$ cat src/rtl/ps2_cmd_ctrl.sv
// Host-to-device PS/2 command sequencer: inhibits the bus, sends a command
// (and optional argument) frame, then waits for line ack and the device reply.
module ps2_cmd_ctrl #(
  parameter int INHIBIT_CYCLES = 5000,
  parameter int TIMEOUT_CYCLES = 1000000,
  parameter int RETRY_MAX      = 2
) (
  input  logic       clk,
  input  logic       rst_n,
  input  logic       cmd_valid,
  input  logic [7:0] cmd_byte,
  input  logic       cmd_has_arg,
  input  logic [7:0] cmd_arg,
  output logic       cmd_ready,
  input  logic       ps2_clk_in,
  input  logic       ps2_data_in,
  output logic       ps2_clk_oe,
  output logic       ps2_data_oe,
  input  logic [7:0] rx_byte,
  input  logic       rx_strobe,
  output logic       rx_enable,
  output logic       busy,
  output logic       done,
  output logic       error
);

  // state   | meaning
  // IDLE    | waiting for a command, receiver owns the bus
  // INHIBIT | holding ps2_clk low for INHIBIT_CYCLES
  // RTS     | clock released, start bit driven
  // TX      | shifting data, parity and stop on device clock falls
  // LACK    | waiting for the device line-ack on the next fall
  // RESP    | receiver enabled, waiting for 0xFA / 0xFE
  // DONE    | one-cycle done pulse
  // ERR     | one-cycle error pulse, lines released

  localparam int IW = $clog2(INHIBIT_CYCLES + 1);
  localparam int TW = $clog2(TIMEOUT_CYCLES + 1);
  localparam int RW = $clog2(RETRY_MAX + 2);
  localparam logic [IW-1:0] INH_LOAD = IW'(INHIBIT_CYCLES - 1);
  localparam logic [TW-1:0] TMO_LOAD = TW'(TIMEOUT_CYCLES - 1);
  localparam logic [RW-1:0] RETRY_LIM = RW'(RETRY_MAX);
  localparam logic [7:0] RESP_ACK    = 8'hFA;
  localparam logic [7:0] RESP_RESEND = 8'hFE;

  typedef enum logic [2:0] {
    S_IDLE, S_INHIBIT, S_RTS, S_TX, S_LACK, S_RESP, S_DONE, S_ERR
  } state_t;

  state_t        state;
  logic [2:0]    clk_sync;
  logic [1:0]    data_sync;
  logic          clk_fall;
  logic          data_s;
  logic [IW-1:0] inh_cnt;
  logic [TW-1:0] tmo_cnt;
  logic [3:0]    bit_cnt;
  logic [RW-1:0] retry_cnt;
  logic [7:0]    cur_byte;
  logic [7:0]    arg_byte;
  logic          has_arg;
  logic          phase_arg;
  logic          tmo_hit;
  logic          fail_now;

  always_ff @(posedge clk or negedge rst_n) begin
    if (!rst_n) begin
      clk_sync  <= 3'b111;
      data_sync <= 2'b11;
    end else begin
      clk_sync  <= {clk_sync[1:0], ps2_clk_in};
      data_sync <= {data_sync[0], ps2_data_in};
    end
  end

  assign clk_fall = clk_sync[2] & ~clk_sync[1];
  assign data_s   = data_sync[1];
  assign tmo_hit  = (tmo_cnt == '0);

  // A fall or rx_strobe in the same cycle as the timeout takes priority.
  always_comb begin
    fail_now = 1'b0;
    case (state)
      S_RTS:   fail_now = tmo_hit;
      S_TX:    fail_now = !clk_fall && tmo_hit;
      S_LACK:  fail_now = clk_fall ? data_s : tmo_hit;
      S_RESP:  fail_now = rx_strobe ? (rx_byte == RESP_RESEND) : tmo_hit;
      default: fail_now = 1'b0;
    endcase
  end

  always_ff @(posedge clk or negedge rst_n) begin
    if (!rst_n) begin
      state       <= S_IDLE;
      cmd_ready   <= 1'b1;
      ps2_clk_oe  <= 1'b0;
      ps2_data_oe <= 1'b0;
      rx_enable   <= 1'b1;
      busy        <= 1'b0;
      done        <= 1'b0;
      error       <= 1'b0;
      inh_cnt     <= '0;
      tmo_cnt     <= '0;
      bit_cnt     <= '0;
      retry_cnt   <= '0;
      cur_byte    <= '0;
      arg_byte    <= '0;
      has_arg     <= 1'b0;
      phase_arg   <= 1'b0;
    end else if (fail_now) begin
      ps2_data_oe <= 1'b0;
      if (retry_cnt < RETRY_LIM) begin
        retry_cnt  <= retry_cnt + 1'b1;
        ps2_clk_oe <= 1'b1;
        rx_enable  <= 1'b0;
        inh_cnt    <= INH_LOAD;
        state      <= S_INHIBIT;
      end else begin
        ps2_clk_oe <= 1'b0;
        rx_enable  <= 1'b1;
        error      <= 1'b1;
        state      <= S_ERR;
      end
    end else begin
      case (state)
        S_IDLE: begin
          if (cmd_valid) begin
            cur_byte   <= cmd_byte;
            arg_byte   <= cmd_arg;
            has_arg    <= cmd_has_arg;
            phase_arg  <= 1'b0;
            retry_cnt  <= '0;
            cmd_ready  <= 1'b0;
            busy       <= 1'b1;
            ps2_clk_oe <= 1'b1;
            rx_enable  <= 1'b0;
            inh_cnt    <= INH_LOAD;
            state      <= S_INHIBIT;
          end
        end
        S_INHIBIT: begin
          if (inh_cnt == '0) begin
            ps2_clk_oe  <= 1'b0;
            ps2_data_oe <= 1'b1;
            tmo_cnt     <= TMO_LOAD;
            state       <= S_RTS;
          end else begin
            inh_cnt <= inh_cnt - 1'b1;
          end
        end
        S_RTS: begin
          bit_cnt <= '0;
          tmo_cnt <= TMO_LOAD;
          state   <= S_TX;
        end
        S_TX: begin
          if (clk_fall) begin
            tmo_cnt <= TMO_LOAD;
            bit_cnt <= bit_cnt + 1'b1;
            if (bit_cnt < 4'd8) begin
              ps2_data_oe <= ~cur_byte[bit_cnt[2:0]];
            end else if (bit_cnt == 4'd8) begin
              ps2_data_oe <= ~(~^cur_byte);
            end else begin
              ps2_data_oe <= 1'b0;
              state       <= S_LACK;
            end
          end else if (!tmo_hit) begin
            tmo_cnt <= tmo_cnt - 1'b1;
          end
        end
        S_LACK: begin
          if (clk_fall) begin
            tmo_cnt   <= TMO_LOAD;
            rx_enable <= 1'b1;
            state     <= S_RESP;
          end else if (!tmo_hit) begin
            tmo_cnt <= tmo_cnt - 1'b1;
          end
        end
        S_RESP: begin
          if (clk_fall) begin
            tmo_cnt <= TMO_LOAD;
          end else if (!tmo_hit) begin
            tmo_cnt <= tmo_cnt - 1'b1;
          end
          if (rx_strobe && rx_byte == RESP_ACK) begin
            if (!phase_arg && has_arg) begin
              cur_byte   <= arg_byte;
              phase_arg  <= 1'b1;
              retry_cnt  <= '0;
              ps2_clk_oe <= 1'b1;
              rx_enable  <= 1'b0;
              inh_cnt    <= INH_LOAD;
              state      <= S_INHIBIT;
            end else begin
              done  <= 1'b1;
              state <= S_DONE;
            end
          end
        end
        S_DONE: begin
          done      <= 1'b0;
          busy      <= 1'b0;
          cmd_ready <= 1'b1;
          state     <= S_IDLE;
        end
        S_ERR: begin
          error     <= 1'b0;
          busy      <= 1'b0;
          cmd_ready <= 1'b1;
          state     <= S_IDLE;
        end
        default: state <= S_IDLE;
      endcase
    end
  end

endmodule

$ cat config.mk
export PLATFORM = sky130hd
export DESIGN_NAME = ps2_cmd_ctrl
export DESIGN_NICKNAME = d
export VERILOG_FILES = /design/src/rtl/ps2_cmd_ctrl.sv
export SDC_FILE = /design/constraint.sdc
export NUM_CORES = 1
export LEC_CHECK = 0
export ABC_AREA = 1
export BUFFER_PORTS_ARGS = -buffer_cell sky130_fd_sc_hd__buf_2
export CORE_ASPECT_RATIO = 2
export CORE_MARGIN = 2
export CORE_UTILIZATION = 35
export CTS_CLUSTER_SIZE = 14
export DETAILED_ROUTE_END_ITERATION = 10
export GPL_ROUTABILITY_DRIVEN = 0
export PLACE_DENSITY = 0.55
export SYNTH_ARGS = -nofsm -noshare
export SYNTH_HDL_FRONTEND = slang
export SYNTH_SLANG_ARGS = --single-unit
$ cat constraint.sdc
create_clock -name clk -period 4.8 [get_ports clk]
set_input_delay 0.96 -clock clk [delete_from_list [all_inputs] [get_ports clk]]
set_output_delay 0.96 -clock clk [all_outputs]
set_load 0.03 [all_outputs]
==> results of run 1 <==
[registers in the layout, indices dropped and copies added (netlist names), 2 cells and up]
name and count:
cur_byte 8, bit_cnt 4, tmo_cnt 20, inh_cnt 13, retry_cnt 2, clk_sync 3
state 3, data_sync 2, arg_byte 8
[cells in the final DEF, fill, tap and decap left out, drive strengths merged, types with 9 or more instances in the layout]
master,n
or2,9
clkbuf,10
nand2,194
nand4,16
dfrtp,65
nor2,55
o21ai,59
nor3,9
o21bai,12
nand3,27
buf,37
inv,73
xor2,18
[worst min-delay path by stage]
stage	start	to	slack, ns	cells after the start
2_1_floorplan	clk_sync[0]	clk_sync[1]	0.35	0
3_3_place_gp	data_sync[0]	data_sync[1]	0.35	0
3_5_place_dp	clk_sync[0]	clk_sync[1]	0.35	0
4_1_cts	clk_sync[0]	clk_sync[1]	0.36	0
5_1_grt	clk_sync[0]	clk_sync[1]	0.37	0
6_report	clk_sync[0]	clk_sync[1]	0.35	0
[layout make-up]
class / count / share of cell area
Clock buffer: 10 / 0.0476
Clock inverter: 6 / 0.00848
Inverter: 74 / 0.0578
Multi-Input combinational cell: 425 / 0.451
Sequential cell: 72 / 0.361
Tap cell: 150 / 0.0374
Timing Repair Buffer: 37 / 0.0374
[layer usage]
layer  part of all wire  vias up  wire (um)  track usage
met5                  0        -          0            0
met3              0.021       28        222       0.0266
met1               0.36     1819       3850        0.161
met4              0.040        0        430       0.0982
li1                   -     1922          -            -
met2               0.58       67       6250        0.328
[report_power, final]
group	switching, mW	internal, mW
Combinational	1.03	0.520
Sequential	0.182	0.839
Clock	0.271	0.365
Total	1.48	1.72
[critical path, delay by kind of cell, from the launching register on]
family	cells	cell delay, ns
buffers and inverters	3	0.73
flip-flops	1	0.51
AO/OA/AOI/OAI	2	0.19
AND/OR/NAND/NOR	5	1.13
[cell families after synthesis]
family                   synth area share
AND/OR/NAND/NOR                     0.330
buffers and inverters              0.0911
AO/OA/AOI/OAI                       0.120
flip-flops                          0.404
XOR/XNOR                           0.0430
adder cells (fa/ha/maj)            0.0112
==> metrics.txt, run 1 <==
# TYPE chip_impl_metric gauge
chip_impl_info{name="run_status",value="complete, no violations"} 1
chip_impl_metric{name="layout.area.seq",unit="mm2"} 0.00181
chip_impl_metric{name="vias",unit=""} 3836
chip_impl_metric{name="synth_cell_type_count",unit=""} 43
chip_impl_metric{name="synth_top_area_frac",unit=""} 0.363
chip_impl_metric{name="ant_nets",unit=""} 0
chip_impl_metric{name="totalPowerFinal",unit="mW"} 3.20
chip_impl_metric{name="fill_cells",unit=""} 1346
chip_impl_metric{name="buffer_ports.inserted",unit=""} 37
chip_impl_metric{name="dpl.cell_count",unit=""} 758
chip_impl_metric{name="track_usage",unit=""} 0.168
chip_impl_metric{name="clkLatencyLatePin",unit="ns"} 0.33
chip_impl_metric{name="starting_density_of_the_core",unit=""} 0.357
chip_impl_info{name="min-delay-path-class",value="register to register"} 1
chip_impl_metric{name="worst_r2r_path_depth",unit=""} 10
chip_impl_metric{name="ys_ff_latch",unit=""} 72
chip_impl_metric{name="worst_slew_pin_slew",unit="ns"} 0.947
chip_impl_metric{name="maxClockFrequency",unit="MHz"} 377
chip_impl_metric{name="postPlaceCellArea",unit="mm2"} 0.00474
chip_impl_metric{name="synthCells",unit=""} 583
chip_impl_metric{name="dieArea",unit="mm2"} 0.0138
chip_impl_info{name="cts.root.buffer_cell",value="clkbuf_16"} 1
chip_impl_metric{name="first_global_vias",unit=""} 3986
chip_impl_info{name="synth_common_cells",value="nand2_1, dfrtp_1, inv_1"} 1
chip_impl_info{name="rsz0062_at_grt",value="no"} 1
chip_impl_metric{name="drtPass1Iterations",unit=""} 4
chip_impl_metric{name="net_count_of_the_mapped_netlist",unit=""} 618
chip_impl_metric{name="ys_seq_area_frac",unit=""} 0.404
chip_impl_metric{name="timing.reg2reg.setup_slack",unit="ns"} 2.15
chip_impl_metric{name="final_util",unit=""} 0.400
chip_impl_metric{name="multi_input_gate_area",unit="mm2"} 0.00226
chip_impl_metric{name="post-cts-setup-buffers",unit=""} 0
chip_impl_metric{name="stdcell_area",unit="mm2"} 0.00502
chip_impl_metric{name="pre_cts_ws",unit="ns"} 2.08
chip_impl_metric{name="final_cell_count_no_fill",unit=""} 774
chip_impl_metric{name="ioPinCount",unit=""} 38
chip_impl_metric{name="drt-initial-drc-count",unit=""} 159
chip_impl_metric{name="min_period_over_period",unit=""} 0.552
chip_impl_metric{name="number_of_hold_buffers_added_after_cts",unit=""} 0
chip_impl_info{name="synth_top_flop_cell",value="dfrtp_1"} 1
chip_impl_metric{name="drc_errors",unit=""} 0
chip_impl_metric{name="insertedDiodeCount",unit=""} 0
chip_impl_info{name="setup.worst_path.end_class",value="register"} 1
chip_impl_metric{name="flow.area_growth_from_synthesis",unit="%"} 12.0
chip_impl_info{name="slowest_stage",value="nor2_1"} 1
chip_impl_metric{name="slew-limit-headroom",unit=""} 0.369
chip_impl_metric{name="grt_pass1_wl",unit="mm"} 18.4
chip_impl_info{name="endpoint",value="tmo_cnt[8]"} 1
chip_impl_metric{name="number_of_failing_hold_endpoints_at_the_final_stage",unit=""} 0
chip_impl_metric{name="edff_count_synth",unit=""} 0
chip_impl_info{name="critical_path.reg2reg.endpoint",value="tmo_cnt[8]"} 1
chip_impl_metric{name="synthesis.area",unit="mm2"} 0.00448
chip_impl_metric{name="routed_wl",unit="mm"} 10.8
chip_impl_info{name="setup.worst_path.start_class",value="register"} 1
chip_impl_metric{name="crit_arrival",unit="ns"} 2.92
chip_impl_info{name="cts_tree",value="yes"} 1
chip_impl_metric{name="setup_tns",unit="ns"} 0
chip_impl_info{name="synth.area.top_cells",value="dfrtp_1, nand2_1, inv_1, dfstp_2, o21ai_0"} 1
chip_impl_metric{name="floorplan.core_area",unit="mm2"} 0.0126
chip_impl_metric{name="report.final.setup_viol",unit=""} 0
chip_impl_metric{name="layout-drive-gt1-share",unit=""} 0.215
chip_impl_info{name="critPathLaunch",value="clk_sync[2]"} 1
chip_impl_metric{name="cts_inserted_buffers",unit=""} 9
chip_impl_metric{name="dpl.hpwl",unit="mm"} 8.20
chip_impl_metric{name="grt_overflow",unit=""} 0
chip_impl_metric{name="post_route_hold_slack",unit="ns"} 0.355
chip_impl_metric{name="async_reset_ff_frac",unit=""} 1.00
chip_impl_metric{name="vdd_drop_max",unit="mV"} 0.296
chip_impl_metric{name="crit_path_max_fanout",unit=""} 32
chip_impl_metric{name="clock-sinks",unit=""} 72
chip_impl_metric{name="die_y",unit="um"} 164
chip_impl_metric{name="period_needed",unit="ns"} 2.65
chip_impl_info{name="cell_by_cell_trace_of_the_critical_path",value="inv_1 -> nor2_1 -> clkinv_1 -> nand2_1 -> o21ai_2 -> nor2_8 -> nand2_8 -> inv_8 -> nand2_1 -> o21ai_2"} 1
chip_impl_info{name="cell_type_with_the_highest_aggregate_area_in_the_netlist",value="dfrtp_1"} 1
chip_impl_metric{name="drv_slew",unit=""} 0
chip_impl_metric{name="clkTransAtPathRegs",unit="ns"} 0.06
chip_impl_metric{name="htree_levels",unit=""} 3
chip_impl_metric{name="clock_tree.buffer_depth",unit=""} 2
chip_impl_metric{name="p_leak",unit="nW"} 2.48
chip_impl_metric{name="fin_worst_skew",unit="ns"} 0.00797
chip_impl_metric{name="vias_per_cell",unit=""} 4.96
chip_impl_info{name="worst-setup-path-type",value="register to register"} 1
chip_impl_metric{name="pwr_density_cell",unit="mW/mm2"} 638
chip_impl_metric{name="grt_max_degree",unit=""} 73
chip_impl_info{name="r2r_start",value="clk_sync[2]"} 1
chip_impl_metric{name="post_layout_net_count",unit=""} 654
chip_impl_metric{name="setup_slack",unit="ns"} 2.15
chip_impl_metric{name="worst_path_largest_cell_delay",unit="ns"} 0.59
chip_impl_metric{name="floorplan.die.width",unit="um"} 84.0
chip_impl_metric{name="placementRows",unit=""} 58
chip_impl_metric{name="maxCapViolCount",unit=""} 0
chip_impl_info{name="yosysMostFrequentCell",value="nand2_1"} 1
chip_impl_metric{name="syn_warnings",unit=""} 0
chip_impl_metric{name="post_synth.cell_area_avg",unit="um2"} 7.68
chip_impl_metric{name="critical_path_required",unit="ns"} 5.07
chip_impl_metric{name="post_cts_resized",unit=""} 0
chip_impl_metric{name="grt_antenna_before_repair",unit=""} 0
chip_impl_metric{name="wl_per_cell",unit="um"} 13.9
Power figures use the tool's default switching activity.
==> run 2: changes to the inputs <==
Clock period 4.8 ns to 2.7 ns, I/O delays scaled along.
==> metrics.txt, run 2 (synthesis gave the netlist of run 1 again) <==
# TYPE chip_impl_metric gauge
chip_impl_metric{name="grt_pass1_wl",unit="mm"} 18.5
chip_impl_metric{name="worst_path_largest_cell_delay",unit="ns"} 0.38
chip_impl_metric{name="stdcell_area",unit="mm2"} 0.00508
chip_impl_metric{name="number_of_failing_hold_endpoints_at_the_final_stage",unit=""} 0
chip_impl_metric{name="setup_slack",unit="ns"} 0.446
chip_impl_metric{name="clock_tree.buffer_depth",unit=""} 2
chip_impl_metric{name="pre_cts_ws",unit="ns"} 0.436
chip_impl_metric{name="ant_nets",unit=""} 0
chip_impl_metric{name="maxCapViolCount",unit=""} 0
chip_impl_metric{name="maxClockFrequency",unit="MHz"} 444
chip_impl_metric{name="final_util",unit=""} 0.405
chip_impl_metric{name="period_needed",unit="ns"} 2.25
chip_impl_metric{name="wl_per_cell",unit="um"} 14.4
chip_impl_metric{name="drt-initial-drc-count",unit=""} 144
chip_impl_metric{name="cts_inserted_buffers",unit=""} 9
chip_impl_metric{name="drv_slew",unit=""} 0
chip_impl_info{name="max_flop_register",value="tmo_cnt"} 1
chip_impl_metric{name="totalPowerFinal",unit="mW"} 5.87
chip_impl_metric{name="total_buffers_and_inverters_traversed_by_the_critical_path",unit=""} 1
chip_impl_metric{name="insertedDiodeCount",unit=""} 0
chip_impl_metric{name="report.final.setup_viol",unit=""} 0
chip_impl_metric{name="crit_path_max_fanout",unit=""} 14
chip_impl_metric{name="gr-usage-met1",unit=""} 0.152
chip_impl_metric{name="slew-limit-headroom",unit=""} 0.367
chip_impl_info{name="rsz0062_at_grt",value="no"} 1
chip_impl_metric{name="dieArea",unit="mm2"} 0.0138
chip_impl_info{name="largestRegisters",value="tmo_cnt: 20 flops, inh_cnt: 13 flops"} 1
chip_impl_metric{name="htree_levels",unit=""} 3
chip_impl_metric{name="crit_arrival",unit="ns"} 2.53
chip_impl_metric{name="first_global_vias",unit=""} 4028
chip_impl_metric{name="vias",unit=""} 3873
chip_impl_metric{name="number_of_hold_buffers_added_after_cts",unit=""} 0
chip_impl_metric{name="drtPass1Iterations",unit=""} 5
chip_impl_metric{name="setup_tns",unit="ns"} 0
chip_impl_info{name="critPathLaunch",value="tmo_cnt[0]"} 1
chip_impl_metric{name="layout-drive-gt1-share",unit=""} 0.221
chip_impl_metric{name="ioPinCount",unit=""} 38
chip_impl_metric{name="starting_density_of_the_core",unit=""} 0.357
chip_impl_metric{name="track_usage",unit=""} 0.173
chip_impl_metric{name="drc_errors",unit=""} 0
chip_impl_metric{name="clkLatencyLatePin",unit="ns"} 0.34
chip_impl_metric{name="clock-sinks",unit=""} 72
chip_impl_metric{name="fin_worst_skew",unit="ns"} 0.0105
chip_impl_metric{name="flow.area_growth_from_synthesis",unit="%"} 13.4
chip_impl_metric{name="floorplan.die.width",unit="um"} 84.0
chip_impl_metric{name="final_cell_count_no_fill",unit=""} 779
chip_impl_info{name="run_status",value="complete, no violations"} 1
chip_impl_metric{name="grt_overflow",unit=""} 0
chip_impl_metric{name="postPlaceCellArea",unit="mm2"} 0.00477
chip_impl_info{name="slowest_stage",value="dfrtp_1"} 1
chip_impl_metric{name="routed_wl",unit="mm"} 11.2
chip_impl_info{name="r2r_start",value="tmo_cnt[0]"} 1
chip_impl_info{name="setup.worst_path.start_class",value="register"} 1
chip_impl_info{name="worst-setup-path-type",value="register to register"} 1
chip_impl_info{name="cts.root.buffer_cell",value="clkbuf_16"} 1
chip_impl_metric{name="critical_path_required",unit="ns"} 2.97
chip_impl_metric{name="grt.met2_usage",unit=""} 0.356
chip_impl_metric{name="die_y",unit="um"} 164
chip_impl_metric{name="dpl.hpwl",unit="mm"} 8.55
chip_impl_info{name="setup.worst_path.end_class",value="register"} 1
chip_impl_metric{name="grt_antenna_before_repair",unit=""} 0
chip_impl_metric{name="largest_register_ffs",unit=""} 20
chip_impl_metric{name="post_route_hold_slack",unit="ns"} 0.306
chip_impl_metric{name="p_leak",unit="nW"} 2.52
chip_impl_metric{name="post-cts-setup-buffers",unit=""} 0
chip_impl_metric{name="worst_slew_pin_slew",unit="ns"} 0.950
chip_impl_info{name="cts_tree",value="yes"} 1
chip_impl_info{name="cell_by_cell_trace_of_the_critical_path",value="inv_1 -> ha_1 -> nand2_2 -> nor2_4 -> nand3_1 -> nand2_2 -> nand2_4 -> o211ai_2 -> nand2_4 -> nor2_4 -> nand2_1 -> nand2_1"} 1
chip_impl_metric{name="vdd_drop_max",unit="mV"} 0.709
chip_impl_metric{name="fill_cells",unit=""} 1306
chip_impl_metric{name="dpl.cell_count",unit=""} 763
chip_impl_info{name="min-delay-path-class",value="primary input to register"} 1
chip_impl_metric{name="pwr_density_cell",unit="mW/mm2"} 1150
chip_impl_info{name="worst_path_dominant_cell_family",value="simple AND/OR/NAND/NOR gates"} 1
chip_impl_metric{name="floorplan.core_area",unit="mm2"} 0.0126
chip_impl_metric{name="placementRows",unit=""} 58
chip_impl_metric{name="min_period_over_period",unit=""} 0.835
chip_impl_metric{name="vias_per_cell",unit=""} 4.97
chip_impl_info{name="min_from",value="ps2_clk_in"} 1
chip_impl_info{name="layout_common_cells",value="nand2_1, dfrtp_1, inv_1"} 1
chip_impl_metric{name="clkTransAtPathRegs",unit="ns"} 0.06
chip_impl_metric{name="grt_util_met3",unit=""} 0.0216
chip_impl_metric{name="post_layout_net_count",unit=""} 659
chip_impl_metric{name="grt_max_degree",unit=""} 73
chip_impl_metric{name="buffer_ports.inserted",unit=""} 37
chip_impl_metric{name="post_cts_resized",unit=""} 0
chip_impl_info{name="layout.cells.most_common",value="nand2_1"} 1
chip_impl_info{name="grt_most_used_layer",value="met2"} 1
[run 2: cell count changes in the layout (fill, tap and decap cells not counted)]
| cell | previous run | this run |
|---|---|---|
| buf_4 | 1 | 6 |
| clkinv_2 | 2 | 1 |
| bufinv_16 | 0 | 1 |
[run 2: cell type report]
| type | count | area (um2) | share of cell area |
|---|---|---|---|
| multi-input cells | 425 | 2260 | 0.445 |
| clock buffers | 10 | 239 | 0.0470 |
| well taps | 150 | 188 | 0.0369 |
| flip-flops and latches | 72 | 1810 | 0.356 |
| inverters | 74 | 290 | 0.0571 |
| clock inverters | 6 | 67.6 | 0.0133 |
| repair buffers | 42 | 225 | 0.0443 |
[run 2: power breakdown]
| group | total [mW] | switching (mW) | internal [mW] |
|---|---|---|---|
| Combinational | 2.82 | 1.87 | 0.954 |
| Sequential | 1.82 | 0.327 | 1.49 |
| Clock | 1.23 | 0.483 | 0.744 |
| Total | 5.87 | 2.68 | 3.19 |
[run 2: worst reg2reg max path, cell delays in order (launching register included)]
cell and delay [ns]:
dfrtp_1 0.38, inv_1 0.11, ha_1 0.32, nand2_2 0.14, nor2_4 0.19, nand3_1 0.17
nand2_2 0.11, nand2_4 0.09, o211ai_2 0.11, nand2_4 0.17, nor2_4 0.25, nand2_1 0.08
nand2_1 0.07
[run 2: worst paths after layout]
check	endpoint	slack, ns	cells past startpoint
max	inh_cnt[1]	0.45	12
min	clk_sync[0]	0.31	1
max reg2reg	inh_cnt[1]	0.45	12
min reg2reg	clk_sync[1]	0.35	0
max in group asynchronous	arg_byte[4]	1.73	1
min in group asynchronous	tmo_cnt[15]	0.34	1
[run 2: layer usage]
| metal | part of all wire | vias to the layer above |
|---|---|---|
| met1 | 0.34 | 1845 |
| met5 | 0 | - |
| met4 | 0.035 | 0 |
| met2 | 0.60 | 71 |
| li1 | - | 1929 |
| met3 | 0.021 | 28 |
